[src/rtl/scan_ctrl_sync_if.sv]
// scan_ctrl_sync_if: pad-side scan pins, parallel status/config words and echo outputs
interface scan_ctrl_sync_if #(
  parameter int CHAIN_LEN = 64
);
  logic                 phi;
  logic                 phib;
  logic                 scan_i0o1;
  logic                 load;
  logic                 scan_in;
  logic [CHAIN_LEN-1:0] status_data;
  logic                 scan_out;
  logic [CHAIN_LEN-1:0] cfg_data;
  logic                 cfg_valid;
  logic                 seq_err;
  logic                 phi_out;
  logic                 phib_out;
  logic                 scan_i0o1_out;
  logic                 load_out;
  modport master (
    output phi, phib, scan_i0o1, load, scan_in, status_data,
    input  scan_out, cfg_data, cfg_valid, seq_err, phi_out, phib_out, scan_i0o1_out, load_out
  );
  modport slave (
    input  phi, phib, scan_i0o1, load, scan_in, status_data,
    output scan_out, cfg_data, cfg_valid, seq_err, phi_out, phib_out, scan_i0o1_out, load_out
  );
endinterface

[src/rtl/scan_ctrl_sync.sv]
// scan_ctrl_sync: synchronised scan-chain front end with config commit and status shift-out
module scan_ctrl_sync #(
  parameter int CHAIN_LEN   = 64,
  parameter int SYNC_STAGES = 2
) (
  input logic             clk_signal_ext,
  input logic             rst,
  scan_ctrl_sync_if.slave bus
);
  localparam int WARM = SYNC_STAGES + 1;
  localparam int CW   = $clog2(CHAIN_LEN + 1);
  localparam int WW   = $clog2(WARM + 1);
  logic [SYNC_STAGES-1:0][4:0] sync_q;
  logic [4:0]                  pins, pin_s, hist, rise;
  logic [WW-1:0]               warm;
  logic [CHAIN_LEN-1:0]        shreg, shreg_n, cfg_q, cfg_n;
  logic [CW-1:0]               bit_cnt, cnt_n;
  logic                        out_q, out_n, valid_q, valid_n, err_q, err_n;
  logic                        phi_r, phib_r, load_r, mode, sin, overlap;
  assign pins    = {bus.scan_in, bus.load, bus.scan_i0o1, bus.phib, bus.phi};
  assign pin_s   = sync_q[SYNC_STAGES-1];
  assign rise    = (warm == WW'(WARM)) ? pin_s & ~hist : '0;
  assign phi_r   = rise[0];
  assign phib_r  = rise[1];
  assign mode    = pin_s[2];
  assign load_r  = rise[3];
  assign sin     = pin_s[4];
  // overlap is judged when a clock pin rises into it, so pins parked high through reset stay quiet
  assign overlap = pin_s[0] & pin_s[1] & (phi_r | phib_r);
  always_ff @(posedge clk_signal_ext) begin
    if (rst) begin
      sync_q <= '0;
      hist   <= '0;
      warm   <= '0;
    end else begin
      sync_q <= {sync_q[SYNC_STAGES-2:0], pins};
      hist   <= pin_s;
      warm   <= (warm == WW'(WARM)) ? warm : warm + 1'b1;
    end
  end
  always_comb begin
    shreg_n = shreg;
    cnt_n   = bit_cnt;
    out_n   = out_q;
    cfg_n   = cfg_q;
    valid_n = 1'b0;
    err_n   = err_q | overlap;
    if (load_r) begin
      cnt_n = '0;
      err_n = err_n | phi_r;
      if (mode) begin
        shreg_n = bus.status_data;
        out_n   = bus.status_data[CHAIN_LEN-1];
      end else if (bit_cnt == CW'(CHAIN_LEN)) begin
        cfg_n   = shreg;
        valid_n = 1'b1;
      end else begin
        err_n = 1'b1;
      end
    end else begin
      if (phi_r) begin
        shreg_n = {shreg[CHAIN_LEN-2:0], sin};
        cnt_n   = (bit_cnt == CW'(CHAIN_LEN)) ? bit_cnt : bit_cnt + 1'b1;
      end
      if (phib_r) out_n = shreg_n[CHAIN_LEN-1];
    end
  end
  always_ff @(posedge clk_signal_ext) begin
    if (rst) begin
      shreg   <= '0;
      bit_cnt <= '0;
      out_q   <= 1'b0;
      cfg_q   <= '0;
      valid_q <= 1'b0;
      err_q   <= 1'b0;
    end else begin
      shreg   <= shreg_n;
      bit_cnt <= cnt_n;
      out_q   <= out_n;
      cfg_q   <= cfg_n;
      valid_q <= valid_n;
      err_q   <= err_n;
    end
  end
  assign bus.scan_out      = out_q;
  assign bus.cfg_data      = cfg_q;
  assign bus.cfg_valid     = valid_q;
  assign bus.seq_err       = err_q;
  assign bus.phi_out       = pin_s[0];
  assign bus.phib_out      = pin_s[1];
  assign bus.scan_i0o1_out = pin_s[2];
  assign bus.load_out      = pin_s[3];
endmodule
[src/flat_wrapper.sv]
// flat-port wrapper written by rule: the top's interface ports become plain ports
module scan_ctrl_sync_flat 
#(
  parameter int CHAIN_LEN   = 64,
  parameter int SYNC_STAGES = 2
)
  (clk_signal_ext, rst, bus_phi, bus_phib, bus_scan_i0o1, bus_load, bus_scan_in, bus_status_data, bus_scan_out, bus_cfg_data, bus_cfg_valid, bus_seq_err, bus_phi_out, bus_phib_out, bus_scan_i0o1_out, bus_load_out);
  scan_ctrl_sync_if #(.CHAIN_LEN(CHAIN_LEN)) bus_i ();
  input logic clk_signal_ext;
  input logic rst;
  input wire logic [$bits(bus_i.phi)-1:0] bus_phi;
  input wire logic [$bits(bus_i.phib)-1:0] bus_phib;
  input wire logic [$bits(bus_i.scan_i0o1)-1:0] bus_scan_i0o1;
  input wire logic [$bits(bus_i.load)-1:0] bus_load;
  input wire logic [$bits(bus_i.scan_in)-1:0] bus_scan_in;
  input wire logic [$bits(bus_i.status_data)-1:0] bus_status_data;
  output wire logic [$bits(bus_i.scan_out)-1:0] bus_scan_out;
  output wire logic [$bits(bus_i.cfg_data)-1:0] bus_cfg_data;
  output wire logic [$bits(bus_i.cfg_valid)-1:0] bus_cfg_valid;
  output wire logic [$bits(bus_i.seq_err)-1:0] bus_seq_err;
  output wire logic [$bits(bus_i.phi_out)-1:0] bus_phi_out;
  output wire logic [$bits(bus_i.phib_out)-1:0] bus_phib_out;
  output wire logic [$bits(bus_i.scan_i0o1_out)-1:0] bus_scan_i0o1_out;
  output wire logic [$bits(bus_i.load_out)-1:0] bus_load_out;
  assign bus_i.phi = bus_phi;
  assign bus_i.phib = bus_phib;
  assign bus_i.scan_i0o1 = bus_scan_i0o1;
  assign bus_i.load = bus_load;
  assign bus_i.scan_in = bus_scan_in;
  assign bus_i.status_data = bus_status_data;
  assign bus_scan_out = bus_i.scan_out;
  assign bus_cfg_data = bus_i.cfg_data;
  assign bus_cfg_valid = bus_i.cfg_valid;
  assign bus_seq_err = bus_i.seq_err;
  assign bus_phi_out = bus_i.phi_out;
  assign bus_phib_out = bus_i.phib_out;
  assign bus_scan_i0o1_out = bus_i.scan_i0o1_out;
  assign bus_load_out = bus_i.load_out;
  scan_ctrl_sync #(.CHAIN_LEN(CHAIN_LEN), .SYNC_STAGES(SYNC_STAGES)) u_core (.clk_signal_ext(clk_signal_ext), .rst(rst), .bus(bus_i));
endmodule
[config.mk]
export PLATFORM = sky130hd
export DESIGN_NAME = scan_ctrl_sync_flat
export DESIGN_NICKNAME = d
export VERILOG_FILES = /design/src/rtl/scan_ctrl_sync_if.sv /design/src/rtl/scan_ctrl_sync.sv /design/src/flat_wrapper.sv
export SDC_FILE = /design/constraint.sdc
export NUM_CORES = 1
export LEC_CHECK = 0
export ABC_AREA = 1
export ABC_CLOCK_PERIOD_IN_PS = 1700
export BUFFER_PORTS_ARGS = -buffer_cell sky130_fd_sc_hd__buf_2
export CAP_MARGIN = 20
export CORE_MARGIN = 10
export CORE_UTILIZATION = 54
export CTS_CLUSTER_DIAMETER = 30
export DETAILED_ROUTE_END_ITERATION = 10
export HOLD_SLACK_MARGIN = 0.02
export PLACE_DENSITY = 0.8
export SLEW_MARGIN = 5
export SYNTH_ARGS = -nofsm -noshare
export SYNTH_HDL_FRONTEND = slang
export SYNTH_SLANG_ARGS = --single-unit
[constraint.sdc]
create_clock -name clk_signal_ext -period 1.7 [get_ports clk_signal_ext]
set_input_delay 0.17 -clock clk_signal_ext [delete_from_list [all_inputs] [get_ports clk_signal_ext]]
set_output_delay 0.17 -clock clk_signal_ext [all_outputs]
set_load 0.05 [all_outputs]
==> metrics, run 1 <==
reg-to-reg startpoint=u_core.bit_cnt[0]; Max IR drop VDD=around 0.81 mV; die width=between 100 and 150 µm; DP Wirelength=roughly 11000 µm; post-synth top area share=around 49%; hold path startpoint=bus_status_data[37]; sequential fraction of the synthesis area=49.0%; cell accounting for the most synthesized area=sky130_fd_sc_hd__dfxtp_1; Final setup viols=0; GRT Total Usage=just under 20%; highest attainable clock frequency=approximately 600 MHz; transition time at the pin with the least slew margin=296 ps; maximum fanout count along the critical path=32; CP most frequent cell=sky130_fd_sc_hd__nor2_1; RSZ-0062 raised after global routing=yes; port buffer count=~140; Clock Pin Slew Worst Setup and Hold Paths=~60 ps; reg-to-reg critical path endpoint=u_core.bus.cfg_data[41]; area grow syn2layout=25.3%; post-layout min period=1660 ps; worst-path cell with the longest stage delay=sky130_fd_sc_hd__dfxtp_2; flip-flop and latch count after synthesis=153; Final Total Pwr=about 0.0075 W; remaining antenna violation count after routing=0; Die Area=about 16000 µm²; total wirelength of the detailed-routed design=approximately 17000 µm; effective utilization at floorplan=55.0%; result of the run=completed; Worst Slack Setup Final=~43 ps; required arrival time at the worst endpoint=2010 ps; R2R cell count=9; most common library cell in the layout ignoring fill and taps=sky130_fd_sc_hd__nor2_1; Critical Path AT=just under 2000 ps; Critical Path Sink Type=flop; sum of overflow across all layers after global routing=0; setup slack on the worst flop-to-flop path=~43 ps; critical path startpoint category=flop; Critical Setup Path Class=reg -> reg; number of cell rows=39; routed wirelength normalized by instance count=approximately 14 µm; leakage power figure=4.19 nW; Final Hold Vio Count=0; family with the most delay on the worst path=simple AND/OR/NAND/NOR gates; sequential cell area=3070 µm²; Net Count, Synth=about 980; class of the tightest hold or removal check=in -> reg; number of buffers inserted during clock tree synthesis=17; initial antenna violation count=0; setup slack after placement=-68.5 ps; CTS tree=built; Crit path largest cell delay=roughly 320 ps; Worst Hold Endpoint=u_core.shreg[37]; commonest cells after routing, fill and taps aside=sky130_fd_sc_hd__nor2_1 (269), sky130_fd_sc_hd__nand2_1 (228), sky130_fd_sc_hd__dfxtp_1 (148); Yosys warning count=0; Sink Count=~150; core region area=around 11000 µm²; critical path, cell by cell=inv_2, ha_1, nand2_1, nand3b_1, nor2_4, clkinv_4, buf_12, nor2_1, nor2_1; Skew-Pair Late Insertion Delay=~420 ps; worst setup path startpoint=u_core.bit_cnt[0]; area taken by multi-input logic gates=between 2000 and 3000 µm²; DR pass1 iterations=5; number of inserted filler cells in the final layout=slightly below 1000; gpl congestion=0.785; largest net degree at the start of global routing=64; ratio of final minimum period to clock period=97.5%; Bufs on Longest Clock Path=2; Residual DRC=0; layout net count=approximately 1100; cell chosen for the clock root=sky130_fd_sc_hd__clkbuf_16; number of different library cells in the post-synthesis netlist=24; number of max-slew violations in the final report=0; Syn Std Cell Area=between 6000 and 7000 µm²; synthesized area divided by synthesized cell count=~6.9 µm²; initial detailed-routing violation count=around 540; hold slack final=between 60 and 70 ps; via count=just over 6000; Max-cap violations=0; pwr/cell area=approximately 960 nW/µm²; Synth area leaders=sky130_fd_sc_hd__dfxtp_1 (49%), sky130_fd_sc_hd__nor2_1 (16%), sky130_fd_sc_hd__nand2_1 (14%); I/O pin total=around 140; Antenna Cells=0; number of global-route vias before repair=about 5600; number of buffer and inverter stages on the critical path=3; number of stages on the worst hold path=5; Worst slew margin=80.2%; first-pass GRT wire length=between 20000 and 30000 µm; y dimension of the die=around 130 µm; count of mapped cells out of synthesis=~910; average vias per placed instance=roughly 5.0; H-tree depth reported by CTS=4; largest clock skew in the final design=12.6 ps; ratio of cells with drive above 1 in the final layout=a little over a fifth
[what timing repair did]
item | in CTS | in global routing
hold buffers | 5 | 0
endpoints found under the hold margin | 5 | 0
pin swaps | 1 | 2
buffers inserted | 1 | 3
resized for setup | 3 | 20
endpoints found under the setup margin | 117 | 121
[logic make-up after synthesis]
family | count (synthesis) | synth area share, %
buffers and inverters | 88 | 6.66
AND/OR/NAND/NOR | 520 | 31.9
AO/OA/AOI/OAI | 140 | 11.3
flip-flops | 153 | 49.0
adder cells (fa/ha/maj) | 3 | 0.600
XOR/XNOR | 4 | 0.560
[worst register-to-register path: stages, from the launching register on]
cell,delay [ps]
sky130_fd_sc_hd__dfxtp_2,320
sky130_fd_sc_hd__inv_2,60
sky130_fd_sc_hd__ha_1,130
sky130_fd_sc_hd__nand2_1,40
sky130_fd_sc_hd__nand3b_1,230
sky130_fd_sc_hd__nor2_4,240
sky130_fd_sc_hd__clkinv_4,140
sky130_fd_sc_hd__buf_12,190
sky130_fd_sc_hd__nor2_1,130
sky130_fd_sc_hd__nor2_1,60
[report_power, final]
part / switching, W / total [W] / internal, W
Clock: 0.00146 / 0.00336 / 0.00190
Combinational: 0.000231 / 0.000412 / 0.000180
Sequential: 0.0000567 / 0.00372 / 0.00366
Total: 0.00175 / 0.00749 / 0.00574
[how the worst max path moves through the flow]
| stage | to | slack [ps] | depth (start not counted) |
|---|---|---|---|
| after floorplan | u_core.shreg[10] | 30 | 8 |
| after global placement | u_core.shreg[25] | -20 | 7 |
| after detailed placement | u_core.shreg[58] | -70 | 7 |
| after CTS | u_core.shreg[56] | 30 | 7 |
| after global routing | u_core.bus.cfg_data[23] | -60 | 9 |
| final | u_core.bus.cfg_data[41] | 40 | 9 |
[Yosys cell counts]
cell and instances:
sky130_fd_sc_hd__o21ai_1 33, sky130_fd_sc_hd__nand3_1 9, sky130_fd_sc_hd__xnor2_1 1, sky130_fd_sc_hd__a31oi_1 1, sky130_fd_sc_hd__buf_2 18, sky130_fd_sc_hd__xor2_1 3, sky130_fd_sc_hd__nor2_1 274, sky130_fd_sc_hd__buf_4 11
sky130_fd_sc_hd__clkbuf_1 22, sky130_fd_sc_hd__nor2_4 1, sky130_fd_sc_hd__o21ai_2 1, sky130_fd_sc_hd__nand3_2 1, sky130_fd_sc_hd__a21oi_1 9, sky130_fd_sc_hd__dfxtp_1 153, sky130_fd_sc_hd__buf_1 2, sky130_fd_sc_hd__nand3b_1 2
sky130_fd_sc_hd__o21ai_0 96, sky130_fd_sc_hd__nand2_1 228, sky130_fd_sc_hd__ha_1 3, sky130_fd_sc_hd__inv_2 2, sky130_fd_sc_hd__nand2_2 2, sky130_fd_sc_hd__nor2_2 3, sky130_fd_sc_hd__buf_6 3, sky130_fd_sc_hd__inv_1 30
[sequential cells by signal, indices dropped and copies added (netlist names)]
signal and count:
u_core.bus.cfg_valid 1, u_core.bit_cnt 7, u_core.pin_s 5, u_core.bus.scan_out 1
u_core.sync_q 5, u_core.bus.seq_err 1, u_core.hist 3, u_core.warm 2
u_core.shreg 64, u_core.bus.cfg_data 64
[layout make-up]
class	instances	share of cell area, %
tap	143	2.28
timing repair buffer	176	14.2
inverter	32	1.60
multi-input combinational	667	36.1
clock buffer	21	5.75
sequential	153	39.2
clock inverter	11	0.958
[metrics by stage]
stage	std cells	TNS (ps)	instance area, µm²	util (%)
floorplan	908	0	6260	-
global placement	1162	-65.4	7170	63.1
detailed placement	1162	-3480	7170	63.1
CTS	1200	0	7770	68.3
global route	1203	-1310	7840	68.9
finish	1203	0	7840	68.9
[routing by layer]
metal / up-vias / GRT usage [%] / share of wire, %
li1: 3101 / - / -
met1: 2738 / 24.7 / 44
met2: 188 / 31.6 / 47
met3: 16 / 7.40 / 7.7
met4: 0 / 5.76 / 1.0
met5: - / 0 / 0
No activity file was read; power rests on OpenSTA's default activity.
==> run 2: changes to the inputs <==
Settings changed: CORE_ASPECT_RATIO from default to 0.8.
==> metrics, run 2 (synthesis gave the netlist of run 1 again) <==
met1 track demand over resource=25.9% (+1.1 points); global route hottest layer=met2; largest clock skew in the final design=13.3 ps (+0.739 ps); leakage power figure=4.30 nW (+2.5%); Final Total Pwr=0.00782 W (+4.4%); via count=6207 (+2.7%); GRT Total Usage=20.0% (+0.081 points); required arrival time at the worst endpoint=2060 ps (+50 ps); final standard cell area without fillers=8040 µm² (+2.7%); Sink Count=153 (unchanged); Crit path largest cell delay=360 ps (+40 ps); GR met3 Demand/Resource=6.38% (-1.0 points); die width=140 µm (+10%); core region area=11400 µm² (+0.53%); highest attainable clock frequency=595 MHz (-1.4%); sum of overflow across all layers after global routing=0 (unchanged); layout net count=1126 (+0.45%); Residual DRC=0 (unchanged); total wirelength of the detailed-routed design=18500 µm (+11%); pwr/cell area=973 nW/µm² (+1.7%); y dimension of the die=116 µm (-8.9%); maximum fanout count along the critical path=16 (-50%); Final Hold Vio Count=0 (unchanged); number of max-slew violations in the final report=0 (unchanged); family with the most delay on the worst path=simple AND/OR/NAND/NOR gates; Worst slew margin=77.8% (-2.4 points); RSZ-0062 raised after global routing=yes; post-layout min period=1680 ps (+24.2 ps); Clock Pin Slew Worst Setup and Hold Paths=70 ps (about the same); Final setup viols=0 (unchanged); first-pass GRT wire length=27300 µm (+0.58%); Antenna Cells=0 (unchanged); Bufs on Longest Clock Path=2 (unchanged); Die Area=16300 µm² (+0.16%); transition time at the pin with the least slew margin=333 ps (+37.1 ps); count of placed standard cells in the final layout, fillers left out=1213 (+0.83%); effective utilization at floorplan=54.7% (-0.29 points); instance area at placement=7080 µm² (-1.2%); Critical Setup Path Class=reg -> reg; routed wirelength normalized by instance count=15.2 µm (+9.7%); cell chosen for the clock root=sky130_fd_sc_hd__clkbuf_16; area grow syn2layout=28.6%; worst-path cell with the longest stage delay=sky130_fd_sc_hd__dfxtp_2; setup TNS=0 ps (unchanged); ratio of final minimum period to clock period=98.9% (+1.4 points); CTS tree=built; H-tree depth reported by CTS=4 (unchanged); DP Wirelength=10500 µm (-4.1%); class of the tightest hold or removal check=in -> reg; number of buffers inserted during clock tree synthesis=17 (unchanged); Max IR drop VDD=0.727 mV (-9.8%); ratio of cells with drive above 1 in the final layout=21.6% (+0.56 points); Max-cap violations=0 (unchanged); port buffer count=141 (unchanged); gpl congestion=0.884 (+13%); average vias per placed instance=5.12 (+1.9%); number of cell rows=35 (-10%); DR pass1 iterations=5 (unchanged); Skew-Pair Late Insertion Delay=430 ps (about the same); initial antenna violation count=0 (unchanged); commonest cells after routing, fill and taps aside=sky130_fd_sc_hd__nor2_1 (271), sky130_fd_sc_hd__nand2_1 (225), sky130_fd_sc_hd__dfxtp_1 (149); number of global-route vias before repair=5675 (+1.3%); most common library cell in the layout ignoring fill and taps=sky130_fd_sc_hd__nor2_1; placed cell count=1161 (-0.086%); remaining antenna violation count after routing=0 (unchanged); critical path startpoint category=flop; largest net degree at the start of global routing=74 (+16%); initial detailed-routing violation count=607 (+13%); Critical Path AT=2040 ps (+70 ps); number of buffer and inverter stages on the critical path=2 (-1); met2 track demand over resource in global routing=31.1% (-0.45 points); result of the run=completed; critical path, cell by cell=ha_4, nand2_4, nor2_4, nand2_4, nor2_4, buf_4, clkbuf_16, o21ai_0, nor2_1; Critical Path Sink Type=flop; I/O pin total=142 (unchanged)
## run 2: cell count changes in the layout (fill, tap and decap cells not counted), moves of 2 or more
| cell | change |
|---|---|
| sky130_fd_sc_hd__buf_12 | -3 |
| sky130_fd_sc_hd__buf_4 | -3 |
| sky130_fd_sc_hd__buf_6 | +4 |
| sky130_fd_sc_hd__clkbuf_1 | -2 |
| sky130_fd_sc_hd__clkbuf_16 | +7 |
| sky130_fd_sc_hd__clkinv_2 | -3 |
| sky130_fd_sc_hd__dfxtp_2 | -2 |
| sky130_fd_sc_hd__inv_6 | +3 |
| sky130_fd_sc_hd__inv_8 | +2 |
| sky130_fd_sc_hd__nand2_1 | -3 |
| sky130_fd_sc_hd__nand2_4 | +2 |
| sky130_fd_sc_hd__nor2_1 | +2 |
| sky130_fd_sc_hd__nor2_2 | -2 |
## run 2: final timing paths
kind / startpoint / to / slack (ps) / cells past startpoint
setup / recovery: u_core.warm[1] / u_core.bus.cfg_data[9] / 20 / 9
hold reg to reg: u_core.sync_q[3] / u_core.pin_s[3] / 400 / 2
setup reg to reg: u_core.warm[1] / u_core.bus.cfg_data[9] / 20 / 9
hold / removal: bus_status_data[36] / u_core.shreg[36] / 60 / 5
## run 2: metal layers
metal	wire, µm	up-vias
met5	0	-
met4	188	0
met3	1660	20
met2	8570	273
met1	8040	2801
li1	-	3113
## run 2: power breakdown
part           switching (W)  internal [W]
combinational       0.000247      0.000193
clock                0.00162       0.00205
sequential         0.0000574       0.00366
## run 2: tightest hold or removal path: cells and delay by family
family                 cells  cell delay [ps]
and+or+nand+nor            4              200
buffers and inverters      1               70
## run 2: final cells by class
type	count	area, µm²
multi-input cells	667	2840
flip-flops and latches	153	3070
clock buffers	18	429
well taps	148	185
inverters	32	123
fillers	961	3390
repair buffers	181	1260
clock inverters	14	139
## run 2: through the flow
stage	setup slack, ps	hold WS (ps)	util, %
2_1_floorplan	31.3	277	-
5_1_grt	-61.3	63.4	70.4
3_5_place_dp	-137	379	61.9
3_3_place_gp	-1.69	378	61.9
6_report	18.7	61.1	70.4
4_1_cts	3.91	51.5	67.6
## run 2: repair_timing
action	in CTS	in global routing
buffers inserted	0	8
pin swaps	0	10
endpoints found under the hold margin	5	0
resized for setup	5	27
endpoints found under the setup margin	100	130
gates cloned	0	7
hold buffers	5	0
==> run 3: changes to the inputs <==
Settings changed: ABC_CLOCK_PERIOD_IN_PS 1700 to 2000, CORE_UTILIZATION 54 to 58, PLACE_DENSITY 0.8 to 0.85.
Clock period 1.7 ns to 2 ns, I/O delays scaled along.
==> metrics, run 3 (synthesis gave the netlist of run 1 again) <==
required arrival time at the worst endpoint=2350 ps (+290 ps); RSZ-0062 raised after global routing=no; Bufs on Longest Clock Path=2 (unchanged); effective utilization at floorplan=60.1% (+5.4 points); net switching power=0.00148 W (-23%); commonest cells after routing, fill and taps aside=sky130_fd_sc_hd__nor2_1 (274), sky130_fd_sc_hd__nand2_1 (228), sky130_fd_sc_hd__dfxtp_1 (153); Crit path largest cell delay=360 ps (about the same); Critical Path Sink Type=flop; number of max-slew violations in the final report=0 (unchanged); Residual DRC=0 (unchanged); die width=136 µm (-3.0%); sequential cell area=3060 µm² (-0.24%); number of inserted filler cells in the final layout=857 (-11%); layout net count=1107 (-1.7%); critical path, cell by cell=ha_2, nand2_2, nor2_4, nand2_2, nor2_4, buf_4, o21ai_0, nor2_1; number of cell rows=33 (-5.7%); GRT Total Usage=21.1% (+1.2 points); Max IR drop VDD=0.632 mV (-13%); via count=6043 (-2.6%); core region area=10400 µm² (-9.0%); transition time at the pin with the least slew margin=453 ps (+120 ps); gpl congestion=0.861 (-2.6%); most common library cell in the layout ignoring fill and taps=sky130_fd_sc_hd__nor2_1; pwr/cell area=848 nW/µm² (-13%); average vias per placed instance=5.10 (-0.43%); Final Hold Vio Count=0 (unchanged); initial antenna violation count=0 (unchanged); area taken by multi-input logic gates=2800 µm² (-1.5%); Skew-Pair Late Insertion Delay=420 ps (about the same); fraction of power spent switching nets=22.8% (-1.7 points); Max-cap violations=0 (unchanged); Worst Slack Setup Final=174 ps (+156 ps); post-CTS repair timing setup buffer count=0 (unchanged); setup TNS=0 ps (unchanged); DP Wirelength=10500 µm (-0.41%); Critical Setup Path Class=reg -> reg; worst-path cell with the longest stage delay=sky130_fd_sc_hd__dfxtp_1; post-layout min period=1830 ps (+144 ps); internal power of the cells=0.00501 W (-15%); setup slack after placement=115 ps (+253 ps); cell chosen for the clock root=sky130_fd_sc_hd__clkbuf_16; number of buffer and inverter stages on the critical path=1 (-1); highest attainable clock frequency=548 MHz (-7.9%); first-pass GRT wire length=27400 µm (+0.10%); remaining antenna violation count after routing=0 (unchanged); Final setup viols=0 (unchanged); result of the run=completed; Clock Pin Slew Worst Setup and Hold Paths=60 ps (about the same); Worst slew margin=69.7% (-8.0 points); port buffer count=141 (unchanged); number of buffers inserted during clock tree synthesis=17 (unchanged); sum of overflow across all layers after global routing=0 (unchanged); Critical Path AT=2180 ps (+140 ps); family with the most delay on the worst path=simple AND/OR/NAND/NOR gates; y dimension of the die=113 µm (-2.9%); CTS tree=built; area grow syn2layout=22.3%; ratio of cells with drive above 1 in the final layout=19.1% (-2.5 points); largest clock skew in the final design=11.2 ps (-2.15 ps); portion of total power attributed to the clock network=46.4% (-0.5 points); combinational fraction of design power=5.0% (-0.6 points); Antenna Cells=0 (unchanged); ratio of final minimum period to clock period=91.3% (-7.6 points); share of power burned in registers=48.6% (+1.1 points); class of the tightest hold or removal check=in -> reg; Die Area=15400 µm² (-5.8%); H-tree depth reported by CTS=4 (unchanged); maximum fanout count along the critical path=23 (+7); routed wirelength normalized by instance count=13.8 µm (-9.1%); number of global-route vias before repair=5740 (+1.1%); Final Total Pwr=0.00649 W (-17%); DR pass1 iterations=5 (unchanged); largest net degree at the start of global routing=66 (-11%); Layout Utilization=73.5% (+3.1 points); total wirelength of the detailed-routed design=16400 µm (-11%); I/O pin total=142 (unchanged); initial detailed-routing violation count=514 (-15%); leakage power figure=4.12 nW (-4.1%); Sink Count=153 (unchanged); critical path startpoint category=flop
-- run 3: power by group through the flow --
| stage | sequential (W) | combinational [W] | clock, W |
|---|---|---|---|
| final | 0.00315 | 0.000324 | 0.00301 |
| after global routing | 0.00316 | 0.000364 | 0.00316 |
| after CTS | 0.00315 | 0.000320 | 0.00303 |
| after detailed placement | 0.00321 | 0.000310 | 0 |
| after global placement | 0.00321 | 0.000303 | 0 |
| after floorplan | 0.00322 | 0.000171 | 0 |
-- run 3: stage by stage --
step | cells | cell area (µm²) | hold WS [ps]
final | 1186 | 7650 | 99.4
after global routing | 1186 | 7650 | 86.3
after CTS | 1186 | 7650 | 78.7
after detailed placement | 1149 | 7040 | 393
after global placement | 1149 | 7040 | 394
after floorplan | 908 | 6250 | 307
-- run 3: tightest hold or removal path: stages --
cell,delay (ps)
sky130_fd_sc_hd__buf_2,70
sky130_fd_sc_hd__nand2_1,40
sky130_fd_sc_hd__nand2_1,60
sky130_fd_sc_hd__nor2_1,40
sky130_fd_sc_hd__nor2_1,80
-- run 3: repair_timing --
action / CTS / global route
gates resized for setup: 0 / 1
hold buffers: 5 / 0
hold endpoints to repair: 5 / 0
endpoints found under the setup margin: 0 / 77
-- run 3: metal layers --
metal	share of wire (%)	vias up	GRT usage (%)
met3	8.5	17	6.59
met1	45	2732	27.6
met2	45	224	32.9
met4	0.87	0	6.24
met5	0	-	0
li1	-	3070	-
-- run 3: path summary, 6_finish.rpt --
path,startpoint,end,slack (ps),depth (start not counted)
max,u_core.warm[0],u_core.bus.cfg_data[60],170,8
min reg2reg,u_core.sync_q[3],u_core.pin_s[3],400,2
max reg2reg,u_core.warm[0],u_core.bus.cfg_data[60],170,8
min,bus_status_data[47],u_core.shreg[47],100,5
-- run 3: final cells by class --
class                      count  area share [%]
tap                          140            2.29
clock buffer                  20            5.97
clock inverter                12            1.31
timing repair buffer         162            12.3
multi-input combinational    667            36.5
sequential                   153            40.0
inverter                      32            1.57
